[src/rtl/ifetch_unit_pkg.sv]
// Shared definitions for the instruction fetch / next-PC sequencer.
// Contents: FSM state encoding, the reset PC default, instruction field positions,
// the MIPS opcode/functy constants used by the core, and a branch offset helper.
package ifetch_unit_pkg;

  typedef enum logic [1:0] {
    StIdle  = 2'd0,
    StFetch = 2'd1,
    StExec  = 2'd2,
    StHalt  = 2'd3
  } state_e;

  localparam logic [31:0] RESET_PC_DEFAULT = 32'h0000_0000;

  // Instruction field positions
  localparam int unsigned OP_MSB  = 31;
  localparam int unsigned OP_LSB  = 26;
  localparam int unsigned FN_MSB  = 5;
  localparam int unsigned FN_LSB  = 0;
  localparam int unsigned IMM_MSB = 15;
  localparam int unsigned IMM_LSB = 0;
  localparam int unsigned TGT_MSB = 25;
  localparam int unsigned TGT_LSB = 0;

  // Opcodes
  localparam logic [5:0] OP_RTYPE = 6'h00;
  localparam logic [5:0] OP_J     = 6'h02;
  localparam logic [5:0] OP_JAL   = 6'h03;
  localparam logic [5:0] OP_BEQ   = 6'h04;
  localparam logic [5:0] OP_BNE   = 6'h05;

  // R-type function codes
  localparam logic [5:0] FN_JR      = 6'h08;
  localparam logic [5:0] FN_SYSCALL = 6'h0C;
  localparam logic [5:0] FN_ADD     = 6'h20;

  // Word offset of a branch: sign-extended imm16 shifted left by two.
  function automatic logic [31:0] branch_offset(input logic [15:0] imm);
    return {{14{imm[15]}}, imm, 2'b00};
  endfunction

endpackage

[src/rtl/ifetch_unit_if.sv]
// Instruction memory request/valid bus.
// imem_req   : fetch request, held until imem_valid
// imem_addr  : fetch address, stable while imem_req is high
// imem_valid : response valid (one cycle)
// imem_rdata : fetched instruction word, qualified by imem_valid
// master: fetch unit side, slave: memory side.
interface ifetch_unit_if;

  logic        imem_req;
  logic [31:0] imem_addr;
  logic        imem_valid;
  logic [31:0] imem_rdata;

  modport master (
    output imem_req,
    output imem_addr,
    input  imem_valid,
    input  imem_rdata
  );

  modport slave (
    input  imem_req,
    input  imem_addr,
    output imem_valid,
    output imem_rdata
  );

endinterface

[src/rtl/ifetch_unit_npc_calc.sv]
// Combinational next-PC computation.
// Inputs : pc_i, instr_i (low 26 bits: target26 / imm16), reg_target_i, redirect flags.
// Outputs: pc_plus4_o, next_pc_o (priority pcreg > pcjmp > pcbranch > sequential),
//          misaligned_o (jr to a non word-aligned address).
module ifetch_unit_npc_calc
  import ifetch_unit_pkg::*;
(
  input  logic [31:0] pc_i,
  input  logic [25:0] instr_i,
  input  logic [31:0] reg_target_i,
  input  logic        pcbranch_i,
  input  logic        pcjmp_i,
  input  logic        pcreg_i,
  output logic [31:0] pc_plus4_o,
  output logic [31:0] next_pc_o,
  output logic        misaligned_o
);

  logic [31:0] jump_tgt;
  logic [31:0] branch_tgt;

  always_comb begin
    // 32-bit add wraps 32'hFFFF_FFFC to 0 naturally
    pc_plus4_o   = pc_i + 32'd4;
    jump_tgt     = {pc_plus4_o[31:28], instr_i[TGT_MSB:TGT_LSB], 2'b00};
    branch_tgt   = pc_plus4_o + branch_offset(instr_i[IMM_MSB:IMM_LSB]);
    misaligned_o = pcreg_i && (reg_target_i[1:0] != 2'b00);

    if (pcreg_i) begin
      next_pc_o = reg_target_i;
    end else if (pcjmp_i) begin
      next_pc_o = jump_tgt;
    end else if (pcbranch_i) begin
      next_pc_o = branch_tgt;
    end else begin
      next_pc_o = pc_plus4_o;
    end
  end

endmodule

[src/rtl/ifetch_unit.sv]
// Instruction fetch / next-PC sequencer.
// clk, rst       : clock, asynchronous active-high reset
// en             : run enable, gates the start of each new fetch
// imem           : instruction memory request/valid bus (master side)
// instr/op/functy: latched instruction and decoder fields
// instr_valid    : instruction executing this cycle (EXEC)
// pc, pc_plus4   : current instruction address and its link value
// pcbranch/pcjmp/pcreg/reg_target: decoder redirect inputs, sampled in EXEC
// halt_req       : syscall-exit, sampled in EXEC
// halted, fault  : sequencer stopped / stopped on misaligned jr
// instr_cnt, branch_cnt, jump_cnt: wrapping statistics counters
module ifetch_unit
  import ifetch_unit_pkg::*;
#(
  parameter logic [31:0] RESET_PC  = RESET_PC_DEFAULT,
  parameter int unsigned CNT_WIDTH = 32
) (
  input  logic                 clk,
  input  logic                 rst,
  input  logic                 en,
  ifetch_unit_if.master        imem,
  output logic [31:0]          instr,
  output logic [5:0]           op,
  output logic [5:0]           functy,
  output logic                 instr_valid,
  output logic [31:0]          pc,
  output logic [31:0]          pc_plus4,
  input  logic                 pcbranch,
  input  logic                 pcjmp,
  input  logic                 pcreg,
  input  logic [31:0]          reg_target,
  input  logic                 halt_req,
  output logic                 halted,
  output logic                 fault,
  output logic [CNT_WIDTH-1:0] instr_cnt,
  output logic [CNT_WIDTH-1:0] branch_cnt,
  output logic [CNT_WIDTH-1:0] jump_cnt
);

  localparam logic [CNT_WIDTH-1:0] CntOne = 1;

  state_e               state_q;
  logic [31:0]          pc_q;
  logic [31:0]          instr_q;
  logic                 req_q;
  logic                 instr_valid_q;
  logic                 halted_q;
  logic                 fault_q;
  logic [CNT_WIDTH-1:0] instr_cnt_q;
  logic [CNT_WIDTH-1:0] branch_cnt_q;
  logic [CNT_WIDTH-1:0] jump_cnt_q;

  logic [31:0] next_pc;
  logic        misaligned;

  ifetch_unit_npc_calc u_npc_calc (
    .pc_i         (pc_q),
    .instr_i      (instr_q[TGT_MSB:0]),
    .reg_target_i (reg_target),
    .pcbranch_i   (pcbranch),
    .pcjmp_i      (pcjmp),
    .pcreg_i      (pcreg),
    .pc_plus4_o   (pc_plus4),
    .next_pc_o    (next_pc),
    .misaligned_o (misaligned)
  );

  always_ff @(posedge clk or posedge rst) begin
    if (rst) begin
      state_q       <= StIdle;
      pc_q          <= RESET_PC;
      instr_q       <= 32'd0;
      req_q         <= 1'b0;
      instr_valid_q <= 1'b0;
      halted_q      <= 1'b0;
      fault_q       <= 1'b0;
      instr_cnt_q   <= '0;
      branch_cnt_q  <= '0;
      jump_cnt_q    <= '0;
    end else begin
      unique case (state_q)
        StIdle: begin
          if (en) begin
            state_q <= StFetch;
            req_q   <= 1'b1;
          end
        end

        StFetch: begin
          // en is not looked at here: an issued request always completes and executes
          if (imem.imem_valid) begin
            instr_q       <= imem.imem_rdata;
            req_q         <= 1'b0;
            instr_valid_q <= 1'b1;
            state_q       <= StExec;
          end
        end

        StExec: begin
          instr_valid_q <= 1'b0;
          instr_cnt_q   <= instr_cnt_q + CntOne;
          if (halt_req) begin
            // syscall-exit overrides every redirect; pc keeps the syscall address
            state_q  <= StHalt;
            halted_q <= 1'b1;
          end else if (misaligned) begin
            state_q  <= StHalt;
            halted_q <= 1'b1;
            fault_q  <= 1'b1;
          end else begin
            pc_q <= next_pc;
            if (pcjmp || pcreg) begin
              jump_cnt_q <= jump_cnt_q + CntOne;
            end else if (pcbranch) begin
              branch_cnt_q <= branch_cnt_q + CntOne;
            end
            if (en) begin
              state_q <= StFetch;
              req_q   <= 1'b1;
            end else begin
              state_q <= StIdle;
            end
          end
        end

        StHalt: begin
          state_q <= StHalt;
        end
      endcase
    end
  end

  assign imem.imem_req  = req_q;
  assign imem.imem_addr = pc_q;
  assign instr          = instr_q;
  assign op             = instr_q[OP_MSB:OP_LSB];
  assign functy         = instr_q[FN_MSB:FN_LSB];
  assign instr_valid    = instr_valid_q;
  assign pc             = pc_q;
  assign halted         = halted_q;
  assign fault          = fault_q;
  assign instr_cnt      = instr_cnt_q;
  assign branch_cnt     = branch_cnt_q;
  assign jump_cnt       = jump_cnt_q;

endmodule

[src/flat_wrapper.sv]
// flat-port wrapper written by rule: the top's interface ports become plain ports
module ifetch_unit_flat import ifetch_unit_pkg::*;
#(
  parameter logic [31:0] RESET_PC  = RESET_PC_DEFAULT,
  parameter int unsigned CNT_WIDTH = 32
)
  (clk, rst, en, instr, op, functy, instr_valid, pc, pc_plus4, pcbranch, pcjmp, pcreg, reg_target, halt_req, halted, fault, instr_cnt, branch_cnt, jump_cnt, imem_imem_req, imem_imem_addr, imem_imem_valid, imem_imem_rdata);
  ifetch_unit_if imem_i ();
  input  logic clk;
  input  logic rst;
  input  logic en;
  output logic [31:0] instr;
  output logic [5:0] op;
  output logic [5:0] functy;
  output logic instr_valid;
  output logic [31:0] pc;
  output logic [31:0] pc_plus4;
  input  logic pcbranch;
  input  logic pcjmp;
  input  logic pcreg;
  input  logic [31:0] reg_target;
  input  logic halt_req;
  output logic halted;
  output logic fault;
  output logic [CNT_WIDTH-1:0] instr_cnt;
  output logic [CNT_WIDTH-1:0] branch_cnt;
  output logic [CNT_WIDTH-1:0] jump_cnt;
  output wire logic [$bits(imem_i.imem_req)-1:0] imem_imem_req;
  output wire logic [$bits(imem_i.imem_addr)-1:0] imem_imem_addr;
  input wire logic [$bits(imem_i.imem_valid)-1:0] imem_imem_valid;
  input wire logic [$bits(imem_i.imem_rdata)-1:0] imem_imem_rdata;
  assign imem_imem_req = imem_i.imem_req;
  assign imem_imem_addr = imem_i.imem_addr;
  assign imem_i.imem_valid = imem_imem_valid;
  assign imem_i.imem_rdata = imem_imem_rdata;
  ifetch_unit #(.RESET_PC(RESET_PC), .CNT_WIDTH(CNT_WIDTH)) u_core (.clk(clk), .rst(rst), .en(en), .imem(imem_i), .instr(instr), .op(op), .functy(functy), .instr_valid(instr_valid), .pc(pc), .pc_plus4(pc_plus4), .pcbranch(pcbranch), .pcjmp(pcjmp), .pcreg(pcreg), .reg_target(reg_target), .halt_req(halt_req), .halted(halted), .fault(fault), .instr_cnt(instr_cnt), .branch_cnt(branch_cnt), .jump_cnt(jump_cnt));
endmodule
[config.mk]
export PLATFORM = sky130hd
export DESIGN_NAME = ifetch_unit_flat
export DESIGN_NICKNAME = d
export VERILOG_FILES = /design/src/rtl/ifetch_unit_pkg.sv /design/src/rtl/ifetch_unit_if.sv /design/src/rtl/ifetch_unit_npc_calc.sv /design/src/rtl/ifetch_unit.sv /design/src/flat_wrapper.sv
export SDC_FILE = /design/constraint.sdc
export NUM_CORES = 1
export LEC_CHECK = 0
export CAP_MARGIN = 0
export CORE_MARGIN = 5
export CORE_UTILIZATION = 52
export CTS_CLUSTER_SIZE = 8
export DETAILED_ROUTE_END_ITERATION = 8
export GPL_TIMING_DRIVEN = 0
export PLACE_DENSITY_LB_ADDON = 0.1
export SYNTH_ARGS = -nofsm -noshare
export SYNTH_HDL_FRONTEND = slang
export SYNTH_SLANG_ARGS = --single-unit
export TNS_END_PERCENT = 50
[constraint.sdc]
create_clock -name clk -period 15.2 [get_ports clk]
set_input_delay 3.04 -clock clk [delete_from_list [all_inputs] [get_ports clk]]
set_output_delay 3.04 -clock clk [all_outputs]
set_load 0.01 [all_outputs]
**Yosys cells after proc, flatten, opt, wreduce, memory -nomap -nowiden**

Cells that the tools add are included.

- Register bits: 166
- Input port bits: 72
- Output and inout bits: 240
- Logic and storage cells: 59

- $add $sub $neg: 5
- Equal/unequal tests: 7
- Muxes and demuxes: 18
- Bitwise gates (word level): 3
- Reductions and logical operators: 16

Operator list:

| kind | number |
|---|---|
| 32-bit by 1-bit adder with 32-bit output (second input constant) | 3 |
| 32-bit 2-to-1 mux | 3 |
| 32-bit by 3-bit adder with 32-bit output (second input constant) | 1 |
| 32-bit adder | 1 |
| 1-bit 2-to-1 mux | 8 |
| 2-bit 2-to-1 mux | 4 |
| 2-bit != test (second input constant) | 4 |
| 2-bit case mux with 4 select lines | 1 |
| 2-bit AND reduction | 4 |
| 4-bit AND reduction | 2 |
| 3-bit AND reduction | 2 |
| 2-bit nonzero test | 3 |
| 5-bit AND reduction | 1 |
| 2-bit equality test (second input constant) | 2 |
| 1-bit NOT | 3 |
| 1-bit case mux with 3 select lines | 1 |
| 3-bit nonzero test | 1 |
| 2-bit by 1-bit equality test with 1-bit output (second input constant) | 1 |
| 2-bit logical NOT | 1 |
| 1-bit case mux with 2 select lines | 1 |
| 1-bit logical AND | 1 |
| 1-bit logical OR | 1 |

**Logic depth before layout (Yosys ltp)**

Gate-level depths: netlist of the first run.

- Depth in word-level cells: 5
- Mapped depth: 17
- Depth with buffers taken out: 16

**Modules after synthesis**

Synthesis of the first run repeated with hierarchy kept, for this count alone.

- Cells, all modules: 1,133
- Area total of the unflattened synthesis: 10,364.9 µm²

By module, submodules not included:

| module | times used | cells an instance | area an instance (µm²) | seq. area each (µm²) |
|---|---|---|---|---|
| ifetch_unit | 1 | 655 | 7,267.0 | 4,154.0 |
| ifetch_unit_npc_calc | 1 | 478 | 3,098.0 | 0.0 |

**Worst setup path before layout of the first run**

Ideal clock, no wire load.

- Kind: in2reg
- From: input port pcjmp
- To: register u_core.branch_cnt_q[29] (netlist: u_core.branch_cnt[29])
- Setup time: 126 ps
- Arrival time: 5,051 ps
- Required time: 15,074 ps
- Setup slack: 10,023 ps
- Stages: 10
- Buffers on the path: 1
- Cell sequence: buf_2 -> nand2b_1 -> nor4_4 -> nand4_2 -> nor3_1 -> and2_1 -> and3_1 -> nand4_2 -> nand2b_1 -> xnor2_1

- Cells in the longest elaborated chain, start to end: 3

RTL lines:

| item | line | source |
|---|---|---|
| from (decl) | flat_wrapper.sv:19 | `input logic pcjmp;` |
| 1-bit logical OR | ifetch_unit.sv:112 | `if (pcjmp \|\| pcreg) begin` |
| 1-bit NOT (no source line) | n/a |  |
| 5-bit AND reduction (no source line) | n/a |  |
| to (signal assigned) | ifetch_unit.sv:115 | `branch_cnt_q <= branch_cnt_q + CntOne;` |
| to (decl) | ifetch_unit.sv:50 | `logic [CNT_WIDTH-1:0] branch_cnt_q;` |

No other way between the ends.
A chain may end at the register's enable or synchronous reset.

**Worst setup path after layout of the first run**

- From: register u_core.pc_q[2] (netlist: u_core.imem.imem_addr[2])
- To: output port pc_plus4[30]

- Cells in the longest elaborated chain, start to end: 1

RTL lines:

| item | line | source |
|---|---|---|
| from (decl) | ifetch_unit.sv:43 | `logic [31:0] pc_q;` |
| from (signal assigned) | ifetch_unit.sv:111 | `pc_q <= next_pc;` |
| 32-bit by 3-bit adder with 32-bit output | ifetch_unit_npc_calc.sv:24 | `pc_plus4_o = pc_i + 32'd4;` |
| to (decl) | flat_wrapper.sv:17 | `output logic [31:0] pc_plus4;` |

No other way between the ends.

==> results.cfg, run 1 <==
[outcome]
status = complete, no violations

[logic_synthesis]
yosys_warnings = 0
ys_seq_elements = 166
syn-num-nets = 1181
ys_types = 59
synth_edf_count = 0
synth_area_um2 = 10100
synth.avg_cell_area_um2 = 9.43
synthArstFlopShare_pct = 100
synth_cells = 1069
ys_seq_area_share_pct = 41.2
synth_ff_type = dfrtp_1

[global_routing]
overflow = 0
grt_max_degree = 96
track_usage_pct = 28.8
grt_antenna_before_repair = 2
grt_pass1_wl_um = 50200
grt_pass1_vias = 9279

[setup_path]
cp_data_arrival_time_ps = 3490
worstPathRequired_ps = 12160
path_cells = ha_1 > and4_1 > nand4_1 > nor2_1 > nand3_1 > nor2_1 > xnor2_1 > clkdlybuf4s50_1
startpoint_type = flop
cp-end-kind = output pin
cp_max_fo = 6
cp_common_cell = nor2_1
slowest_stage = clkdlybuf4s50_1
crit_type = reg2out
cpPeakStageDelay_ps = 610
r2r_slack_ps = 10740

[clock_tree]
cts_resized = 0
cts_root_buf = clkbuf_16
h-tree-depth = 4
clock_path_buffers = 2
cts_buffers = 17
clk_pin_slew_ps = 80
clock_sinks = 166
cts_tree = built
cts_setup_buffers = 0
cts_hold_buf = 0
clock_latency_ps = 440

[layout]
fin_area_um2 = 14100
finalNonFillerCells = 1676
area.growth.synth_to_final_pct = 40.1
drive_above_1_share_pct = 9.50
nets = 1509
final_core_util_pct = 73.3

[power_and_ir_drop]
p_leak_nw = 6.18
clkPwrFrac_pct = 20.3
seqPwrFrac_pct = 29.3
p_per_area_nw_per_um2 = 152
ir_worst_vdd_mv = 0.121
swShare_pct = 39.6
p_int_mw = 1.30
p_switching_mw = 0.851
combPwrFrac_pct = 50.4

[timing]
fin_tns_setup_ps = 0
skew_ps = 10.7
finalCritPeriodShare_pct = 42.9
tightestPinTransition_ps = 973
slew_headroom_pct = 35.2
period_needed_ps = 6530
maxSlewViolCount = 0
hold_viol = 0
max_freq_mhz = 153
finalSetupViolations = 0
rsz0062_at_grt = false

[floorplan]
die_w_um = 149
core_um2 = 19300
start_util_pct = 52.3
io_pins = 312
die_area_um2 = 22300
dieHeight_um = 149
rows = 51

[drt]
via_per_inst = 5.62
vias = 9426
wirelength_um = 32100
wl_per_cell_um = 19.2
drtIter0Drc = 687
firstDrtPassIters = 5
drc = 0
antenna_left = 0

[place]
dpl_cell_area_um2 = 13500
io_buffers = 308
dp.cells = 1643
place_hpwl_um = 24500
gp_congestion = 0.944

[run]
cap_violations = 0

[hold_path]
hold_class = reg2reg
[Yosys cell counts (3+ instances only)]
cell type	instances	area, um^2
dfrtp_1	166	4150
nand2_1	123	462
xnor2_1	99	867
nor2_1	76	285
a21oi_1	62	310
buf_4	46	345
nand3_1	45	225
o21ai_0	44	220
xor2_1	42	368
ha_1	39	488
and3_1	35	219
mux2_2	35	394
nand4_1	27	169
clkbuf_1	26	97.6
inv_1	24	90.1
nor3_1	14	70.1
a21o_1	13	97.6
a31oi_1	12	75.1
and4_1	11	96.3
mux2i_1	11	110
and2_1	10	62.6
o211ai_1	10	75.1
a211oi_1	9	67.6
nand2b_1	7	43.8
o21a_1	6	45.0
o221ai_1	6	52.6
o21bai_1	5	37.5
o31ai_1	5	37.5
a221oi_1	4	35.0
buf_1	4	15.0
buf_2	4	20.0
nor4_1	4	25.0
or3_1	4	25.0
a32oi_1	3	26.3
nor4_4	3	63.8
o21ai_1	3	15.0
or2_2	3	18.8
[cells by family (layout without fill, tap and decap cells)]
| group | Yosys count | count (layout) | share of synthesized area (%) |
|---|---|---|---|
| DFF | 166 | 166 | 41.2 |
| xor gates and xnor gates | 141 | 141 | 12.3 |
| muxes | 46 | 46 | 5.00 |
| adders and majority gates | 40 | 40 | 5.04 |
| and+or+nand+nor | 371 | 371 | 18.3 |
| other | 0 | 1 | 0 |
| buffers and inverters | 104 | 445 | 5.64 |
| AOI/OAI and AO/OA | 201 | 201 | 12.5 |
[state kept, by name, summed over array words and instances, names as in the netlist]
register	cells
u_core.branch_cnt	32
u_core.imem.imem_addr	32
u_core.instr	32
u_core.instr_cnt	32
u_core.jump_cnt	32
u_core.state_q	2
u_core.fault	1
u_core.halted	1
u_core.imem.imem_req	1
u_core.instr_valid	1
[layer usage]
layer	up-vias	global-route usage, %	part of all wire [%]
met5	-	0	0.062
met4	2	9.43	2.3
met2	465	46.0	48
met3	59	8.33	9.7
li1	4381	-	-
met1	4519	37.8	40
[worst paths after layout]
check | depth (start not counted) | startpoint | to
max in group asynchronous | 3 | rst | u_core.instr[5]
worst max register to register | 17 | u_core.imem.imem_addr[2] | u_core.imem.imem_addr[31]
worst max-delay path | 8 | u_core.imem.imem_addr[2] | pc_plus4[30]
worst min-delay path | 1 | u_core.jump_cnt[31] | u_core.jump_cnt[31]
worst min register to register | 1 | u_core.jump_cnt[31] | u_core.jump_cnt[31]
min in group asynchronous | 2 | rst | u_core.jump_cnt[19]
[layout make-up]
cell class | instances | area [um^2]
Sequential cell | 166 | 4150
Clock buffer | 18 | 439
Tap cell | 265 | 332
Multi-Input combinational cell | 799 | 5350
Inverter | 24 | 97.6
Fill cell | 1508 | 5150
Timing Repair Buffer | 309 | 3110
Antenna cell | 1 | 2.50
Buffer | 80 | 478
Clock inverter | 14 | 153
[power groups by stage]
stage,clock network (mW),logic (mW),registers [mW]
5_1_grt,0.458,1.18,0.646
3_5_place_dp,0,1.07,0.637
2_1_floorplan,0,0.602,0.639
4_1_cts,0.438,1.08,0.630
3_3_place_gp,0,1.05,0.634
6_report,0.436,1.08,0.631
[worst max-delay path, delay by kind of cell, from the launching register on]
| kind | cells | cell delay, ps |
|---|---|---|
| xor+xnor | 1 | 240 |
| fa+ha+maj | 1 | 280 |
| buf+inv | 1 | 610 |
| flops | 1 | 520 |
| simple gates | 5 | 1410 |
[stage by stage]
| stage | hold WS, ps | total power [mW] | worst slack, ps |
|---|---|---|---|
| 3_3_place_gp | 437 | 1.69 | 5230 |
| 3_5_place_dp | 462 | 1.71 | 9140 |
| 2_1_floorplan | 493 | 1.24 | 7670 |
| 6_report | 470 | 2.15 | 8670 |
| 4_1_cts | 476 | 2.15 | 8700 |
| 5_1_grt | 485 | 2.28 | 8490 |
[cells in the final DEF, fill, tap and decap left out, drive strengths merged, types with 5 or more instances in the layout]
| cell | count |
|---|---|
| and2 | 10 |
| mux2i | 11 |
| a21o | 13 |
| nand2b | 7 |
| xnor2 | 99 |
| dfrtp | 166 |
| nor3 | 16 |
| o21ai | 48 |
| o21bai | 5 |
| nor4 | 7 |
| nand3 | 46 |
| mux2 | 35 |
| a21oi | 63 |
| nor2 | 77 |
| o221ai | 6 |
| o31ai | 6 |
| xor2 | 42 |
| inv | 32 |
| and4 | 11 |
| clkdlybuf4s50 | 308 |
| o211ai | 10 |
| buf | 55 |
| nand4 | 29 |
| ha | 39 |
| a211oi | 9 |
| o21a | 6 |
| and3 | 35 |
| a31oi | 12 |
| clkbuf | 44 |
| nand2 | 123 |
Power figures use the tool's default switching activity.
==> run 2, diff against run 1 <==
CORE_UTILIZATION = 43   (was 52)
clock period = 5.85 ns   (was 15.2 ns; I/O delays follow)
==> run 2 against run 1 <==
Clock-buffer cell count did not move; total power rose to 2.6 times the previous value; global-route usage fell by 4.0 points; highest routed layer unchanged; largest power group unchanged.
==> results.cfg, run 2 (synthesized netlist as in run 1, its figures left out) <==
[outcome]
status = complete, no violations

[clock_tree]
cts_hold_buf = 0
cts_setup_buffers = 0
cts_resized = 0
clk_pin_slew_ps = 70
clock_path_buffers = 2
cts_root_buf = clkbuf_16
clock_sinks = 166
h-tree-depth = 4
clock_latency_ps = 440
cts_buffers = 17
cts_tree = built

[setup_path]
path_cells = ha_1 > and4_1 > nand4_1 > nor2_1 > nand3_1 > nor2_1 > xnor2_1 > clkdlybuf4s50_1
startpoint_type = flop
path_buf_inv = 1
worstPathRequired_ps = 4680
cp_data_arrival_time_ps = 3490
cp_max_fo = 6
slowest_stage = clkdlybuf4s50_1
cp_common_cell = nor2_1
critPathTopFamily = simple AND/OR/NAND/NOR gates
cp-end-kind = output pin
cpPeakStageDelay_ps = 600
crit_type = reg2out

[timing]
finalCritPeriodShare_pct = 79.7
tightestPinTransition_ps = 1030
maxSlewViolCount = 0
max_freq_mhz = 215
rsz0062_at_grt = false
skew_ps = 15.4
finalSetupViolations = 0
slew_headroom_pct = 31.1
period_needed_ps = 4660
hold_viol = 0

[layout]
nets = 1509
n_fill_cell = 2081
antenna-diode-count = 0
area.growth.synth_to_final_pct = 40.7
mostFrequentLayoutCells = clkdlybuf4s50_1 (308), dfrtp_1 (166), nand2_1 (123)
drive_above_1_share_pct = 9.43
layout_commonest_cell = clkdlybuf4s50_1
fin_area_um2 = 14200

[power_and_ir_drop]
p_leak_nw = 6.18
power_mw = 5.56
p_per_area_nw_per_um2 = 392
ir_worst_vdd_mv = 0.219

[drt]
antenna_left = 0
wl_per_cell_um = 19.0
via_per_inst = 5.24
vias = 9067
drc = 0
drtIter0Drc = 636
wirelength_um = 32800
firstDrtPassIters = 5

[hold_path]
hold_class = reg2reg

[floorplan]
core_um2 = 23300
dieHeight_um = 163
io_pins = 312
start_util_pct = 43.3
die_area_um2 = 26600
die_w_um = 163
rows = 56

[global_routing]
grt_max_degree = 123
overflow = 0
grt_antenna_before_repair = 3
grt_pass1_vias = 8955
track_usage_pct = 24.7
grt_pass1_wl_um = 51400

[place]
dpl_cell_area_um2 = 13600
gp_congestion = 0.925
place_hpwl_um = 25300
io_buffers = 308

[run]
cap_violations = 0
-- run 2: path summary, 6_finish.rpt --
check	start	to	slack [ps]	cells past startpoint
min reg2reg	u_core.fault	u_core.fault	470	1
max in group asynchronous	rst	u_core.instr[9]	3800	3
min	u_core.fault	u_core.fault	470	1
max	u_core.imem.imem_addr[2]	pc_plus4[30]	1190	8
max reg2reg	u_core.imem.imem_addr[2]	u_core.imem.imem_addr[31]	1320	17
min in group asynchronous	rst	u_core.instr_cnt[31]	1130	2
-- run 2: final cells by class --
cell class | instances | area [um^2] | area share [%]
Multi-Input combinational cell | 799 | 5350 | 37.8
Clock buffer | 18 | 429 | 3.03
Clock inverter | 14 | 154 | 1.09
Buffer | 80 | 478 | 3.37
Inverter | 24 | 97.6 | 0.688
Timing Repair Buffer | 309 | 3110 | 21.9
Tap cell | 319 | 399 | 2.82
Sequential cell | 166 | 4150 | 29.3
-- run 2: stage by stage --
step / worst slack [ps] / instances / hold slack [ps] / util [%] / TNS (ps)
6_report: 1190 / 1729 / 466 / 60.9 / 0
2_1_floorplan: 190 / 1069 / 493 / - / 0
5_1_grt: 930 / 1729 / 487 / 60.9 / 0
3_5_place_dp: 1450 / 1697 / 455 / 58.4 / 0
4_1_cts: 1160 / 1729 / 475 / 60.9 / 0
3_3_place_gp: -2350 / 1696 / 446 / 58.3 / -386350
-- run 2: metal layers --
metal | share of wire [%] | wire (um) | global-route usage [%] | vias to the layer above
met5 | 0.14 | 46 | 0 | -
met3 | 8.6 | 2810 | 7.80 | 46
met2 | 46 | 15200 | 39.0 | 320
met1 | 43 | 14200 | 33.8 | 4311
met4 | 1.6 | 517 | 5.26 | 6
li1 | - | - | - | 4384
-- run 2: power by group --
| group | total (mW) | switching, mW | internal (mW) |
|---|---|---|---|
| Clock | 1.12 | 0.549 | 0.573 |
| Sequential | 1.65 | 0.311 | 1.34 |
| Combinational | 2.79 | 1.34 | 1.46 |
| Total | 5.56 | 2.20 | 3.36 |
==> run 3, diff against run 2 <==
clock period = 4.05 ns   (was 5.85 ns; I/O delays follow)
==> run 3 against run 2 <==
Sequential share of layout area is 0.49 points lower; design area up 1.8%; first-iteration DRC count is 2.8% higher; utilization is 1.1 points higher; non-clock buffer count up 9; via count is 2.5% higher; largest power group unchanged; highest routed layer unchanged.
==> results.cfg, run 3 (synthesized netlist as in run 1, its figures left out) <==
[setup_path]
path_cells = and3_1 > and3_1 > and3_1 > xor2_1 > ha_2 > nand3_2 > nor4_4 > o31ai_2 > o21ai_2 > a31oi_1 > o31a_1 > o31a_1 > or3_1 > a31oi_1
crit_type = reg2reg
cp-end-kind = flop
slowest_stage = dfrtp_2
cp_common_cell = and3_1
cpPeakStageDelay_ps = 470
rr_worst_depth = 14
cp_data_arrival_time_ps = 4380
cp_max_fo = 6
worstPathRequired_ps = 4390
startpoint_type = flop

[clock_tree]
cts_buffers = 17
h-tree-depth = 4
cts_tree = built
clock_latency_ps = 430
clock_sinks = 166
cts_hold_buf = 0
cts_root_buf = clkbuf_16
clk_pin_slew_ps = 80
clock_path_buffers = 2

[floorplan]
core_um2 = 23300
dieHeight_um = 163
start_util_pct = 43.3
io_pins = 312
die_area_um2 = 26600
die_w_um = 163
rows = 56

[layout]
antenna-diode-count = 0
nets = 1518
layout_commonest_cell = clkdlybuf4s50_1
finalNonFillerCells = 1738
mostFrequentLayoutCells = clkdlybuf4s50_1 (307), dfrtp_1 (163), nand2_1 (123)
area.growth.synth_to_final_pct = 43.2
drive_above_1_share_pct = 11.8

[drt]
drc = 0
wirelength_um = 33200
firstDrtPassIters = 5
wl_per_cell_um = 19.1
drtIter0Drc = 654
vias = 9296
via_per_inst = 5.35
antenna_left = 0

[timing]
slew_headroom_pct = 30.7
finalCritPeriodShare_pct = 99.6
finalSetupViolations = 0
maxSlewViolCount = 0
max_freq_mhz = 248
rsz0062_at_grt = true
skew_ps = 13.3
period_needed_ps = 4030
timing.hold.ws_ps = 466
hold_viol = 0
tightestPinTransition_ps = 1040

[global_routing]
grt_pass1_vias = 9116
grt_pass1_wl_um = 51700
grt_antenna_before_repair = 2
grt_max_degree = 42
track_usage_pct = 24.6
overflow = 0

[place]
place_hpwl_um = 25600
dp.cells = 1700
io_buffers = 308
gp_congestion = 0.916

[power_and_ir_drop]
p_per_area_nw_per_um2 = 573
p_leak_nw = 6.31
ir_worst_vdd_mv = 0.386

[hold_path]
whs_path_depth = 1
hold_class = reg2reg

[outcome]
status = complete, no violations

[run]
cap_violations = 0
[run 3: cell count changes in the layout (fill, tap and decap cells not counted), sizes merged]
| cell | change |
|---|---|
| buf | +11 |
| clkbuf | -3 |
| clkdlybuf4s50 | -1 |
| clkinv | +1 |
| dlymetal6s2s | +1 |
[run 3: critical path: cells and delay by family, from the launching register on]
kind / cells / cell delay [ps]
AOI/OAI and AO/OA: 6 / 1390
xor gates and xnor gates: 1 / 170
adders and majority gates: 1 / 400
DFF: 1 / 470
and+or+nand+nor: 6 / 1530
[run 3: metal layers]
layer / GRT usage, % / part of all wire [%] / vias up
met5: 0 / 0.099 / -
met4: 3.43 / 0.67 / 4
met3: 6.43 / 7.8 / 21
met2: 40.4 / 48 / 328
met1: 33.8 / 44 / 4529
li1: - / - / 4414
[run 3: what timing repair did]
action                                 in CTS  in global routing
endpoints found under the hold margin       0                  0
setup endpoints to repair                  10                 15
pin swaps                                   2                  2
setup buffers                               4                  4
resized for setup                           9                 17
[run 3: final cells by class]
| cell class | instances | area (um^2) |
|---|---|---|
| Fill cell | 2085 | 8830 |
| Multi-Input combinational cell | 799 | 5450 |
| Sequential cell | 166 | 4160 |
| Timing Repair Buffer | 320 | 3230 |
| Buffer | 78 | 470 |
| Clock buffer | 17 | 425 |
| Tap cell | 319 | 399 |
| Clock inverter | 15 | 209 |
| Inverter | 24 | 93.8 |
[run 3: final timing paths]
path | start | end | slack (ps)
worst min register to register | u_core.fault | u_core.fault | 470
worst min-delay path | u_core.fault | u_core.fault | 470
max in group asynchronous | rst | u_core.imem.imem_addr[7] | 2180
worst max register to register | u_core.imem.imem_addr[2] | u_core.imem.imem_addr[31] | 20
worst max-delay path | u_core.imem.imem_addr[2] | u_core.imem.imem_addr[31] | 20
min in group asynchronous | rst | u_core.instr[28] | 780
[run 3: per-stage QoR]
| stage | setup TNS, ps | instance area, um^2 | worst slack (ps) | util (%) | power [mW] |
|---|---|---|---|---|---|
| 6_report | 0 | 14400 | 16.9 | 62.0 | 8.27 |
| 5_1_grt | -185 | 14400 | -135 | 62.0 | 8.79 |
| 4_1_cts | -7.64 | 14300 | -7.64 | 61.6 | 8.22 |
| 3_5_place_dp | -486 | 13600 | -335 | 58.6 | 6.42 |
| 3_3_place_gp | -76100 | 13600 | -470 | 58.3 | 6.37 |
| 2_1_floorplan | 0 | 10100 | 272 | - | 4.66 |
[run 3: power breakdown]
part | switching [mW] | internal, mW | total (mW)
combinational | 1.97 | 2.17 | 4.15
clock | 0.870 | 0.864 | 1.73
sequential | 0.457 | 1.93 | 2.39
